$ cat config.mk
export PLATFORM = sky130hd
export DESIGN_NAME = note_sequencer_flat
export DESIGN_NICKNAME = d
export VERILOG_FILES = /design/src/rtl/note_sequencer_if.sv /design/src/rtl/note_sequencer.sv /design/src/flat_wrapper.sv
export SDC_FILE = /design/constraint.sdc
export NUM_CORES = 1
export LEC_CHECK = 0
export CAP_MARGIN = 20
export CORE_MARGIN = 2
export CORE_UTILIZATION = 30
export DETAILED_ROUTE_END_ITERATION = 8
export GPL_TIMING_DRIVEN = 0
export PLACE_DENSITY = 0.42
export SYNTH_ARGS = -nofsm -noshare
export SYNTH_HDL_FRONTEND = slang
export SYNTH_SLANG_ARGS = --single-unit
$ cat constraint.sdc
create_clock -name clk -period 7.3 [get_ports clk]
set_input_delay 1.095 -clock clk [delete_from_list [all_inputs] [get_ports clk]]
set_output_delay 1.095 -clock clk [all_outputs]
set_load 0.03 [all_outputs]
$ cat src/rtl/note_sequencer_if.sv
// Control/status bundle between the button/UART config logic and note_sequencer.
// The master side owns playback control and table writes; the slave side is
// the sequencer, which reports status and drives the buzzer pin.
interface note_sequencer_if #(
  parameter int N_NOTES = 8,
  parameter int DIV_W   = 16,
  parameter int DUR_W   = 8
);
  localparam int IDX_W = (N_NOTES > 1) ? $clog2(N_NOTES) : 1;

  logic             start;
  logic             stop;
  logic             loop;
  logic             cfg_we;
  logic [IDX_W-1:0] cfg_addr;
  logic [DIV_W-1:0] cfg_div;
  logic [DUR_W-1:0] cfg_dur;
  logic             busy;
  logic [IDX_W-1:0] note_idx;
  logic             done;
  logic             out;

  modport master (
    output start, stop, loop, cfg_we, cfg_addr, cfg_div, cfg_dur,
    input  busy, note_idx, done, out
  );

  modport slave (
    input  start, stop, loop, cfg_we, cfg_addr, cfg_div, cfg_dur,
    output busy, note_idx, done, out
  );
endinterface

$ cat src/rtl/note_sequencer.sv
// note_sequencer: steps through a writable table of {half-period divisor,
// duration} entries and plays each one as a square wave on the buzzer pin.
// A divisor of 0 is a rest, a duration of 0 marks the end of the melody.
// Build option NOTE_GAP_EN: the last tick of every note lasting two or more
// ticks is silent, so repeated equal notes are heard as separate notes.
module note_sequencer #(
  parameter int N_NOTES  = 8,
  parameter int DIV_W    = 16,
  parameter int DUR_W    = 8,
  parameter int TICK_DIV = 12000
) (
  input  logic            clk,
  input  logic            rst,
  note_sequencer_if.slave bus
);
  localparam int IDX_W = (N_NOTES > 1) ? $clog2(N_NOTES) : 1;
  localparam int PRE_W = (TICK_DIV > 1) ? $clog2(TICK_DIV) : 1;
  localparam logic [IDX_W-1:0] LAST_IDX = IDX_W'(N_NOTES - 1);
  localparam logic [PRE_W-1:0] PRE_LAST = PRE_W'(TICK_DIV - 1);

`ifdef NOTE_GAP_EN
  localparam bit GAP_EN = 1'b1;
`else
  localparam bit GAP_EN = 1'b0;
`endif

  typedef enum logic [1:0] {
    S_IDLE,
    S_LOAD,
    S_PLAY
  } state_t;

  state_t state_q, state_d;

  logic [DIV_W-1:0] tab_div_q [N_NOTES];
  logic [DUR_W-1:0] tab_dur_q [N_NOTES];

  logic [DIV_W-1:0] cur_div_q,  cur_div_d;
  logic [DUR_W-1:0] cur_dur_q,  cur_dur_d;
  logic [DIV_W-1:0] half_cnt_q, half_cnt_d;
  logic [PRE_W-1:0] presc_q,    presc_d;
  logic [DUR_W-1:0] tick_cnt_q, tick_cnt_d;
  logic [IDX_W-1:0] note_idx_q, note_idx_d;
  logic             done_q,     done_d;
  logic             out_q,      out_d;

  logic [DIV_W-1:0] tab_rd_div;
  logic [DUR_W-1:0] tab_rd_dur;
  logic             tick_pulse;
  logic             last_note;
  logic             load_end;
  logic             note_end;
  logic             half_wrap;
  logic             in_gap;
  logic             enter_gap;

  // Entry being loaded is always the one addressed by the current note index.
  assign tab_rd_div = tab_div_q[note_idx_q];
  assign tab_rd_dur = tab_dur_q[note_idx_q];

  // Timing events; all compares are equality against the latched limits so
  // no counter ever has to wrap past its terminal value.
  assign tick_pulse = (presc_q == PRE_LAST);
  assign last_note  = (note_idx_q == LAST_IDX);
  assign load_end   = (state_q == S_LOAD) && (tab_rd_dur == '0);
  assign note_end   = (state_q == S_PLAY) && tick_pulse &&
                      (tick_cnt_q == cur_dur_q - DUR_W'(1));
  assign half_wrap  = (cur_div_q != '0) && (half_cnt_q == cur_div_q - DIV_W'(1));
  assign in_gap     = GAP_EN && (state_q == S_PLAY) && (cur_dur_q >= DUR_W'(2)) &&
                      (tick_cnt_q == cur_dur_q - DUR_W'(1));
  assign enter_gap  = GAP_EN && (state_q == S_PLAY) && (cur_dur_q >= DUR_W'(2)) &&
                      tick_pulse && (tick_cnt_q == cur_dur_q - DUR_W'(2));

  assign bus.busy     = (state_q != S_IDLE);
  assign bus.note_idx = note_idx_q;
  assign bus.done     = done_q;
  assign bus.out      = out_q;

  // Note table write port; contents deliberately survive reset.
  always_ff @(posedge clk) begin
    if (bus.cfg_we) begin
      tab_div_q[bus.cfg_addr] <= bus.cfg_div;
      tab_dur_q[bus.cfg_addr] <= bus.cfg_dur;
    end
  end

  // Playback state register.
  always_ff @(posedge clk) begin
    if (rst) begin
      state_q <= S_IDLE;
    end else begin
      state_q <= state_d;
    end
  end

  // Next state: stop overrides everything, end of melody either loops or idles.
  always_comb begin
    state_d = state_q;
    if (bus.stop) begin
      state_d = S_IDLE;
    end else begin
      case (state_q)
        S_IDLE: begin
          if (bus.start) begin
            state_d = S_LOAD;
          end
        end
        S_LOAD: begin
          if (load_end) begin
            state_d = bus.loop ? S_LOAD : S_IDLE;
          end else begin
            state_d = S_PLAY;
          end
        end
        S_PLAY: begin
          if (note_end) begin
            state_d = (last_note && !bus.loop) ? S_IDLE : S_LOAD;
          end
        end
        default: state_d = S_IDLE;
      endcase
    end
  end

  // Datapath next values: note latch, counters, square wave, index and done.
  always_comb begin
    cur_div_d  = cur_div_q;
    cur_dur_d  = cur_dur_q;
    half_cnt_d = half_cnt_q;
    presc_d    = presc_q;
    tick_cnt_d = tick_cnt_q;
    note_idx_d = note_idx_q;
    done_d     = 1'b0;
    out_d      = out_q;
    if (bus.stop) begin
      half_cnt_d = '0;
      presc_d    = '0;
      tick_cnt_d = '0;
      out_d      = 1'b0;
    end else begin
      case (state_q)
        S_IDLE: begin
          out_d = 1'b0;
          if (bus.start) begin
            note_idx_d = '0;
          end
        end
        S_LOAD: begin
          cur_div_d  = tab_rd_div;
          cur_dur_d  = tab_rd_dur;
          half_cnt_d = '0;
          presc_d    = '0;
          tick_cnt_d = '0;
          out_d      = 1'b0;
          if (load_end) begin
            if (bus.loop) begin
              note_idx_d = '0;
            end else begin
              done_d = 1'b1;
            end
          end
        end
        S_PLAY: begin
          if (note_end) begin
            half_cnt_d = '0;
            presc_d    = '0;
            tick_cnt_d = '0;
            out_d      = 1'b0;
            if (!last_note) begin
              note_idx_d = note_idx_q + IDX_W'(1);
            end else if (bus.loop) begin
              note_idx_d = '0;
            end else begin
              done_d = 1'b1;
            end
          end else begin
            presc_d = tick_pulse ? '0 : presc_q + PRE_W'(1);
            if (tick_pulse) begin
              tick_cnt_d = tick_cnt_q + DUR_W'(1);
            end
            if (in_gap) begin
              out_d = 1'b0;
            end else begin
              if (cur_div_q == '0) begin
                half_cnt_d = '0;
                out_d      = 1'b0;
              end else if (half_wrap) begin
                half_cnt_d = '0;
                out_d      = ~out_q;
              end else begin
                half_cnt_d = half_cnt_q + DIV_W'(1);
              end
              if (enter_gap) begin
                out_d = 1'b0;
              end
            end
          end
        end
        default: begin
          out_d = 1'b0;
        end
      endcase
    end
  end

  // Datapath registers; the table itself is not part of reset.
  always_ff @(posedge clk) begin
    if (rst) begin
      cur_div_q  <= '0;
      cur_dur_q  <= '0;
      half_cnt_q <= '0;
      presc_q    <= '0;
      tick_cnt_q <= '0;
      note_idx_q <= '0;
      done_q     <= 1'b0;
      out_q      <= 1'b0;
    end else begin
      cur_div_q  <= cur_div_d;
      cur_dur_q  <= cur_dur_d;
      half_cnt_q <= half_cnt_d;
      presc_q    <= presc_d;
      tick_cnt_q <= tick_cnt_d;
      note_idx_q <= note_idx_d;
      done_q     <= done_d;
      out_q      <= out_d;
    end
  end
endmodule

$ cat src/flat_wrapper.sv
// flat-port wrapper written by rule: the top's interface ports become plain ports
module note_sequencer_flat 
#(
  parameter int N_NOTES  = 8,
  parameter int DIV_W    = 16,
  parameter int DUR_W    = 8,
  parameter int TICK_DIV = 12000
)
  (clk, rst, bus_start, bus_stop, bus_loop, bus_cfg_we, bus_cfg_addr, bus_cfg_div, bus_cfg_dur, bus_busy, bus_note_idx, bus_done, bus_out);
  note_sequencer_if #(.N_NOTES(N_NOTES), .DIV_W(DIV_W), .DUR_W(DUR_W)) bus_i ();
  input  logic clk;
  input  logic rst;
  input wire logic [$bits(bus_i.start)-1:0] bus_start;
  input wire logic [$bits(bus_i.stop)-1:0] bus_stop;
  input wire logic [$bits(bus_i.loop)-1:0] bus_loop;
  input wire logic [$bits(bus_i.cfg_we)-1:0] bus_cfg_we;
  input wire logic [$bits(bus_i.cfg_addr)-1:0] bus_cfg_addr;
  input wire logic [$bits(bus_i.cfg_div)-1:0] bus_cfg_div;
  input wire logic [$bits(bus_i.cfg_dur)-1:0] bus_cfg_dur;
  output wire logic [$bits(bus_i.busy)-1:0] bus_busy;
  output wire logic [$bits(bus_i.note_idx)-1:0] bus_note_idx;
  output wire logic [$bits(bus_i.done)-1:0] bus_done;
  output wire logic [$bits(bus_i.out)-1:0] bus_out;
  assign bus_i.start = bus_start;
  assign bus_i.stop = bus_stop;
  assign bus_i.loop = bus_loop;
  assign bus_i.cfg_we = bus_cfg_we;
  assign bus_i.cfg_addr = bus_cfg_addr;
  assign bus_i.cfg_div = bus_cfg_div;
  assign bus_i.cfg_dur = bus_cfg_dur;
  assign bus_busy = bus_i.busy;
  assign bus_note_idx = bus_i.note_idx;
  assign bus_done = bus_i.done;
  assign bus_out = bus_i.out;
  note_sequencer #(.N_NOTES(N_NOTES), .DIV_W(DIV_W), .DUR_W(DUR_W), .TICK_DIV(TICK_DIV)) u_core (.clk(clk), .rst(rst), .bus(bus_i));
endmodule
# Word-level counts from Yosys, hierarchy flattened
# Memory sizes are Yosys's and may differ from the RTL's. A register that Yosys moved wholly into a read port is not among the register bits.
# Cells that the tools add are included.
[word_totals]
register_bits = 53
in_bits = 33
mem_count = 2
mem_bits_ro = 0
mem_bits_rw = 192
latch_bits = 0
elab_cells = 79
out_inout_bits = 6
[memory_table]
columns = ["memory", "depth", "width", "rd", "rd_clocked_by_memory_dff", "wr", "line", "rtl"]
rows = [
  ["u_core.tab_div_q", 8, 16, 1, 1, 1, "note_sequencer.sv:35", "logic [DIV_W-1:0] tab_div_q [N_NOTES];"],
  ["u_core.tab_dur_q", 8, 8, 1, 1, 1, "note_sequencer.sv:36", "logic [DUR_W-1:0] tab_dur_q [N_NOTES];"],
]
[op_classes]
reduce_logical = 19
n_div = 0
n_eq_ne = 10
add_sub_neg = 6
n_mux = 31
n_bitwise = 3
shift = 0
order_cmp = 0
mul = 0
[op_table]
columns = ["operator", "count"]
rows = [
  ["two-way mux 16 bit", 3],
  ["case mux 16 bit (2 select lines)", 1],
  ["two-way mux 14 bit", 2],
  ["case mux 14 bit (2 select lines)", 1],
  ["two-way mux 3 bit", 7],
  ["adder 16 x 1 -> 16 bit (second input constant)", 1],
  ["== test 16 bit", 1],
  ["zero test 16 bit", 1],
  ["two-way mux 8 bit", 2],
  ["case mux 8 bit (2 select lines)", 1],
  ["nonzero test 16 bit", 1],
  ["subtractor 16 x 1 -> 16 bit (second input constant)", 1],
  ["adder 14 x 1 -> 14 bit (second input constant)", 1],
  ["== test 14 bit (second input constant)", 1],
  ["case mux 3 bit (3 select lines)", 1],
  ["adder 8 x 1 -> 8 bit (second input constant)", 1],
  ["== test 8 bit", 1],
  ["zero test 8 bit", 1],
  ["two-way mux 1 bit", 8],
  ["subtractor 8 x 1 -> 8 bit (second input constant)", 1],
  ["two-way mux 2 bit", 3],
  ["case mux 2 bit (3 select lines)", 1],
  ["AND reduction 2 bit", 3],
  ["logical AND 1 bit", 5],
  ["16 further kinds", 20],
]

# Longest topological paths before layout
# Gate-level depths: netlist of run 1.
[depth]
word_depth = 7
ltp_mapped = 10
mapped_depth_nobuf = 9

# Least setup slack after synthesis of run 1
# OpenSTA, ideal clock, no wires.
[synth_path]
path_kind = "input to register"
start = "input port bus_cfg_addr[1]"
end = "memory u_core.tab_div_q[0][0] (enable)"
t_arrival_ns = 2.944
cell_stages = 2
required_time_ns = 6.865
path_buffers = 0
slack_ns = 3.921
path_cell_list = "nand2b_1 nor3_1"
[synth_rtl]
columns = ["item", "line", "rtl"]
rows = [
  ["start: declaration", "flat_wrapper.sv:17", "input wire logic [$bits(bus_i.cfg_addr)-1:0] bus_cfg_addr;"],
  ["end: declaration", "note_sequencer.sv:35", ""],
]
# Straight into the memory's write port.

==> results of run 1 <==
metal layers:
metal  routed length [um]  up-vias
met5                    0        -
met4                  591        0
met3                  830       39
met2                12000       95
met1                12900     3250
li1                     -     3157
sequential cells by signal (all words and copies together) (netlist names), named ones only:
| name | cells |
|---|---|
| u_core.cur_div_q | 16 |
| u_core.bus.note_idx | 3 |
| u_core.bus.done | 1 |
| u_core.tab_dur_q | 64 |
| u_core.cur_dur_q | 8 |
| u_core.half_cnt_q | 16 |
| u_core.state_q | 2 |
| u_core.tab_div_q | 128 |
| u_core.bus.out | 1 |
| u_core.presc_q | 14 |
| u_core.tick_cnt_q | 8 |
how the worst max path moves through the flow:
stage,start,to,depth (start not counted)
6_report,register,u_core.bus.note_idx[0],8
5_1_grt,register,register,8
4_1_cts,register,u_core.bus.note_idx[0],8
3_5_place_dp,register,register,8
3_3_place_gp,bus_cfg_we,u_core.tab_div_q[2][4],3
2_1_floorplan,bus_cfg_addr[1],u_core.tab_div_q[0][0],2
synth_stat cells (3+ instances only):
cell type / number / share of area
a211oi_1: 25 / 0.017
a21oi_1: 14 / 0.0062
and3_1: 10 / 0.0056
and4_1: 4 / 0.0031
buf_1: 6 / 0.0020
buf_4: 3 / 0.0020
clkbuf_1: 26 / 0.0087
dfxtp_1: 72 / 0.13
edfxtp_1: 192 / 0.51
ha_1: 12 / 0.013
inv_1: 14 / 0.0047
mux2i_1: 27 / 0.024
mux4_2: 48 / 0.096
nand2_1: 31 / 0.010
nand2b_1: 7 / 0.0039
nand3_1: 10 / 0.0044
nand4_1: 17 / 0.0094
nor2_1: 88 / 0.029
nor2b_1: 6 / 0.0033
nor3_1: 16 / 0.0071
nor4_1: 17 / 0.0094
o211ai_1: 3 / 0.0020
o21ai_0: 9 / 0.0040
o41ai_1: 4 / 0.0031
or3_1: 3 / 0.0017
or4_1: 4 / 0.0027
xnor2_1: 25 / 0.019
xor2_1: 34 / 0.026
worst min-delay path: stages (launching register included):
cell	delay, ns
dfxtp_1	0.32
o41ai_1	0.07
a21oi_1	0.06
kinds of logic (layout without fill, tap and decap cells):
group | count (synthesis) | in the layout | share of synthesized area
flops | 264 | 264 | 0.640
compound gates | 79 | 79 | 0.0519
xor+xnor | 59 | 59 | 0.0459
buf+inv | 52 | 159 | 0.0192
mux | 76 | 76 | 0.121
fa+ha+maj | 12 | 12 | 0.0133
simple gates | 232 | 232 | 0.108
per-stage QoR:
step | hold slack, ns | utilization | power (W)
final | 0.491 | 0.369 | 0.00346
after global routing | 0.525 | 0.369 | 0.00358
after CTS | 0.500 | 0.369 | 0.00351
after detailed placement | 0.486 | 0.340 | 0.00189
after global placement | 0.491 | 0.332 | 0.00188
after floorplan | 0.465 | - | 0.00181
power breakdown:
group / leakage, nW / switching, W / internal (W)
clock network: 0.518 / 0.000626 / 0.000983
registers: 2.33 / 0.0000163 / 0.00165
logic: 1.38 / 0.000111 / 0.0000770
total: 4.23 / 0.000753 / 0.00271
final cells by class:
cell class / instances / area share
Tap cell: 468 / 0.0432
Clock inverter: 21 / 0.0202
Inverter: 14 / 0.00388
Sequential cell: 264 / 0.531
Multi-Input combinational cell: 458 / 0.287
Timing Repair Buffer: 51 / 0.0444
Buffer: 38 / 0.0121
Clock buffer: 35 / 0.0582
==> flow_metrics.tcl, run 1 <==
set metrics [dict create \
    final_common_cell "edfxtp_1" \
    slew_violations 0 \
    ios 39 \
    report.final.setup_viol 0 \
    area_growth_pct 20.5 \
    post_cts_resize_count 0 \
    synthCells 774 \
    syn_nets 819 \
    busiest_layer "met2" \
    wire_per_inst_um 19.5 \
    clock-root-buffer "clkbuf_16" \
    cts_tree "built" \
    worstHoldPathType "register to register" \
    drive_gt1_frac 0.152 \
    crit_family "buffers and inverters" \
    final_cell_mix "edfxtp_1 (192), nor2_1 (82), dfxtp_1 (72), mux4_2 (48), clkdlybuf4s50_1 (38)" \
    htree_levels 1 \
    antenna_cells 0 \
    seq_area_sq_mm 0.00721 \
    via_per_inst 4.85 \
    final_area_sq_mm 0.0136 \
    hold_depth 2 \
    fillers 3556 \
    numCtsBuffers 30 \
    r2r-end "u_core.bus.note_idx[0]" \
    crit_path_start_kind "register" \
    grt_max_degree 24 \
    antenna_found_initial 0 \
    clk_latency_ns 0.58 \
    power_leakage_nw 4.23 \
    placed_cell_area_sq_mm 0.0125 \
    drt-total-wl_um 26300 \
    io_buffers 38 \
    tns_ns 0 \
    grt_use_met2 0.216 \
    clk_pin_slew_ns 0.06 \
    grt_pass1_vias 6606 \
    path_buf_inv 2 \
    avgSynthCellArea_sq_um 14.5 \
    hold_viol 0 \
    rsz0062_at_grt "no" \
    clock_skew_ns 0.0321 \
    yosys_warnings 0 \
    ant_nets 0 \
    synth-main-ff-cell "edfxtp_1" \
    hold_path_end "u_core.bus.out" \
    drt_first_pass_iters 4 \
    hp-start "u_core.bus.out" \
    critical_path_required_ns 7.72 \
    gp_congestion 0.742 \
    slew_headroom 0.324 \
    design.core.area_sq_mm 0.0368 \
    timing.fmax_mhz 286 \
    r2r_setup_slack_ns 3.80 \
    met1_usage 0.195 \
    cp_cell_sequence "clkbuf_1 -> buf_2 -> mux4_2 -> mux2i_1 -> nand4_1 -> o21ai_0 -> nand2_1 -> o41ai_1" \
    overflow 0 \
    rr_worst_depth 8 \
    crit_type "register to register" \
    dpl.cell_count 1293 \
    drt_iter0_drc 360 \
    gr-usage-all-layers 0.136 \
    remaining_drc_errors 0 \
    synth.cell_area_sq_mm 0.0113 \
    synth_edf_count 192 \
    cts_sinks 264 \
    power.density_mw_per_mm2 255 \
    grt_first_pass_wirelength_um 40200 \
    tightest_slew_ns 1.01 \
    ys_async_sr_fraction 0 \
    arrival_ns 3.92 \
    rows 70 \
    fp.dieH_um 198 \
    layoutNonFillerInstCount 1349 \
    critPathMaxStageDelay_ns 0.56 \
    dieArea_sq_mm 0.0391 \
    ys_ff_latch 264 \
    start_util 0.306 \
    post-dp-hpwl_um 17800 \
    drv_cap 0 \
    cp_max_fo 10 \
    nNetsFinal 902 \
    hold_buffers 0 \
    via_count 6541 \
    outcome "completed" \
    die_w_um 198 \
    multi_input_area_sq_mm 0.00389 \
    cts.path.max_buffers 3 \
    period_share 0.480 \
    yosysUniqueCellTypes 66 \
    worstSetupEndpointType "register" \
    setup_slack_ns 3.80 \
    slowest_stage "o41ai_1" \
    synth-seq-area-share 0.640 \
    post_cts.repair.setup_buffers 0 \
    met3_usage 0.0194 \
    dp_slack_ns 3.70 \
    fin_crit_ns 3.50 \
    peakVddDrop_mv 0.187 \
]
(Power assumes the default switching activity.)
==> inputs of run 2 (changes only) <==
- clock period: 7.3 -> 3.5 ns (I/O delays scaled with it)
==> run 2 against run 1 <==
First-iteration DRC count increased by 10%. Wire length rose by 0.16%. Clock skew rose by 0.0012 ns. Via count fell by 0.40%. Final cell count about the same. Register-to-register slack worse by 3.5 ns. Worst hold slack barely moved. Largest power group unchanged.
==> flow_metrics.tcl, run 2 (synthesized netlist as in run 1, its figures left out) <==
set metrics [dict create \
    outcome "completed" \
    cts_tree "built" \
    cp_cell_sequence "buf_1 -> clkbuf_2 -> mux4_2 -> mux2i_1 -> nand4_1 -> o21ai_0 -> nand2_1 -> o41ai_1" \
    report.final.setup_viol 0 \
    via_per_inst 4.83 \
    die_w_um 198 \
    drive_gt1_frac 0.155 \
    slew_headroom 0.352 \
    rr_worst_depth 8 \
    ant_nets 0 \
    fp.dieH_um 198 \
    dpl.cell_count 1293 \
    io_buffers 38 \
    cts_sinks 264 \
    drv_cap 0 \
    fin_total_pwr_w 0.00723 \
    htree_levels 1 \
    tns_ns 0 \
    crit_path_start_kind "register" \
    final_util 0.369 \
    final_area_sq_mm 0.0136 \
    start_util 0.306 \
    antenna_cells 0 \
    slew_violations 0 \
    clk_latency_ns 0.58 \
    antenna_found_initial 0 \
    gp_congestion 0.742 \
    peakVddDrop_mv 0.390 \
    wire_per_inst_um 19.5 \
    worstSetupEndpointType "register" \
    path_buf_inv 2 \
    via_count 6515 \
    final_cell_mix "edfxtp_1 (192), nor2_1 (82), dfxtp_1 (71), mux4_2 (48), clkdlybuf4s50_1 (38)" \
    grt_pass1_vias 6600 \
    clock-root-buffer "clkbuf_16" \
    rows 70 \
    period_share 0.912 \
    top_register "u_core.tab_div_q" \
    ios 39 \
    overflow 0 \
    drt_first_pass_iters 4 \
    timing.fmax_mhz 313 \
    slowest_stage "o41ai_1" \
    grt_first_pass_wirelength_um 40200 \
    worstHoldPathType "register to register" \
    hold_viol 0 \
    power_leakage_nw 4.24 \
    crit_type "register to register" \
    post_cts.repair.setup_buffers 0 \
    critical_path_required_ns 3.92 \
    clk_pin_slew_ns 0.06 \
    clock_skew_ns 0.0333 \
    crit_cells 8 \
    final_common_cell "edfxtp_1" \
    drt-total-wl_um 26300 \
    numCtsBuffers 30 \
    layoutNonFillerInstCount 1348 \
    power.density_mw_per_mm2 533 \
    remaining_drc_errors 0 \
    cts.path.max_buffers 3 \
    area_growth_pct 20.6 \
    design.core.area_sq_mm 0.0368 \
    dieArea_sq_mm 0.0391 \
    drt_iter0_drc 397 \
    grt_max_degree 24 \
    cp_max_fo 10 \
    rsz0062_at_grt "no" \
    r2r_setup_slack_ns 0.31 \
    critPathMaxStageDelay_ns 0.56 \
    arrival_ns 3.61 \
    gr-usage-all-layers 0.136 \
    largest_register_ff_count 128 \
    crit_family "buffers and inverters" \
    reg.largest.list "u_core.tab_div_q x128, u_core.tab_dur_q x64" \
    tightest_slew_ns 0.972 \
    fin_crit_ns 3.19 \
    hold_depth 2 \
    placed_cell_area_sq_mm 0.0125 \
    post-dp-hpwl_um 17800 \
    nNetsFinal 901 \
]
==> run 2: cell types whose count changed in the layout (fill, tap and decap cells not counted) <==
| cell | previous run | this run |
|---|---|---|
| dfxtp_1 | 72 | 71 |
| clkbuf_2 | 0 | 1 |
| buf_2 | 2 | 1 |
| nor4b_4 | 0 | 1 |
| clkbuf_4 | 0 | 1 |
| dfxtp_2 | 0 | 1 |
| nor4b_2 | 1 | 0 |
| clkbuf_1 | 29 | 27 |
==> run 2: worst min path at each step <==
stage,from,end,slack (ns)
final,u_core.bus.out,u_core.bus.out,0.49
after CTS,u_core.bus.out,u_core.bus.out,0.50
after global routing,u_core.bus.out,u_core.bus.out,0.52
after floorplan,u_core.state_q[1],u_core.state_q[1],0.46
after global placement,u_core.state_q[1],u_core.state_q[1],0.49
after detailed placement,u_core.bus.out,u_core.bus.out,0.49
==> run 2: timing repair <==
item	in CTS	in global routing
hold endpoints to repair	0	0
gates resized for setup	0	5
hold buffers	0	0
endpoints found under the setup margin	6	14
==> run 2: worst register-to-register path, delay by kind of cell (launching register included) <==
family	cells	cell delay, ns
AO/OA/AOI/OAI	2	0.83
buffers and inverters	2	0.89
flip-flops	1	0.31
multiplexers	2	0.63
AND/OR/NAND/NOR	2	0.39
==> run 2: final cells by class <==
class	count	area [sq um]
plain buffers	37	164
clock buffers	35	790
clock inverters	21	274
fillers	3555	23200
inverters	14	52.6
multi-input cells	458	3890
flip-flops and latches	264	7210
well taps	468	586
repair buffers	51	602
==> run 2: power by group <==
part / total (W) / internal, W / switching (W)
Combinational: 0.000394 / 0.000162 / 0.000231
Clock: 0.00336 / 0.00205 / 0.00130
Sequential: 0.00348 / 0.00344 / 0.0000347
==> run 2: through the flow <==
stage	hold slack, ns	worst slack [ns]
after floorplan	0.465	0.691
after global placement	0.491	-1.77
after detailed placement	0.486	-0.103
after CTS	0.500	0.0283
after global routing	0.525	0.0771
final	0.491	0.308
==> run 2: metal layers <==
layer / global-route usage / up-vias / routed length [um]
li1: - / 3156 / -
met1: 0.195 / 3218 / 12800
met2: 0.216 / 102 / 12000
met3: 0.0194 / 39 / 922
met4: 0.0337 / 0 / 591
met5: 0 / - / 0
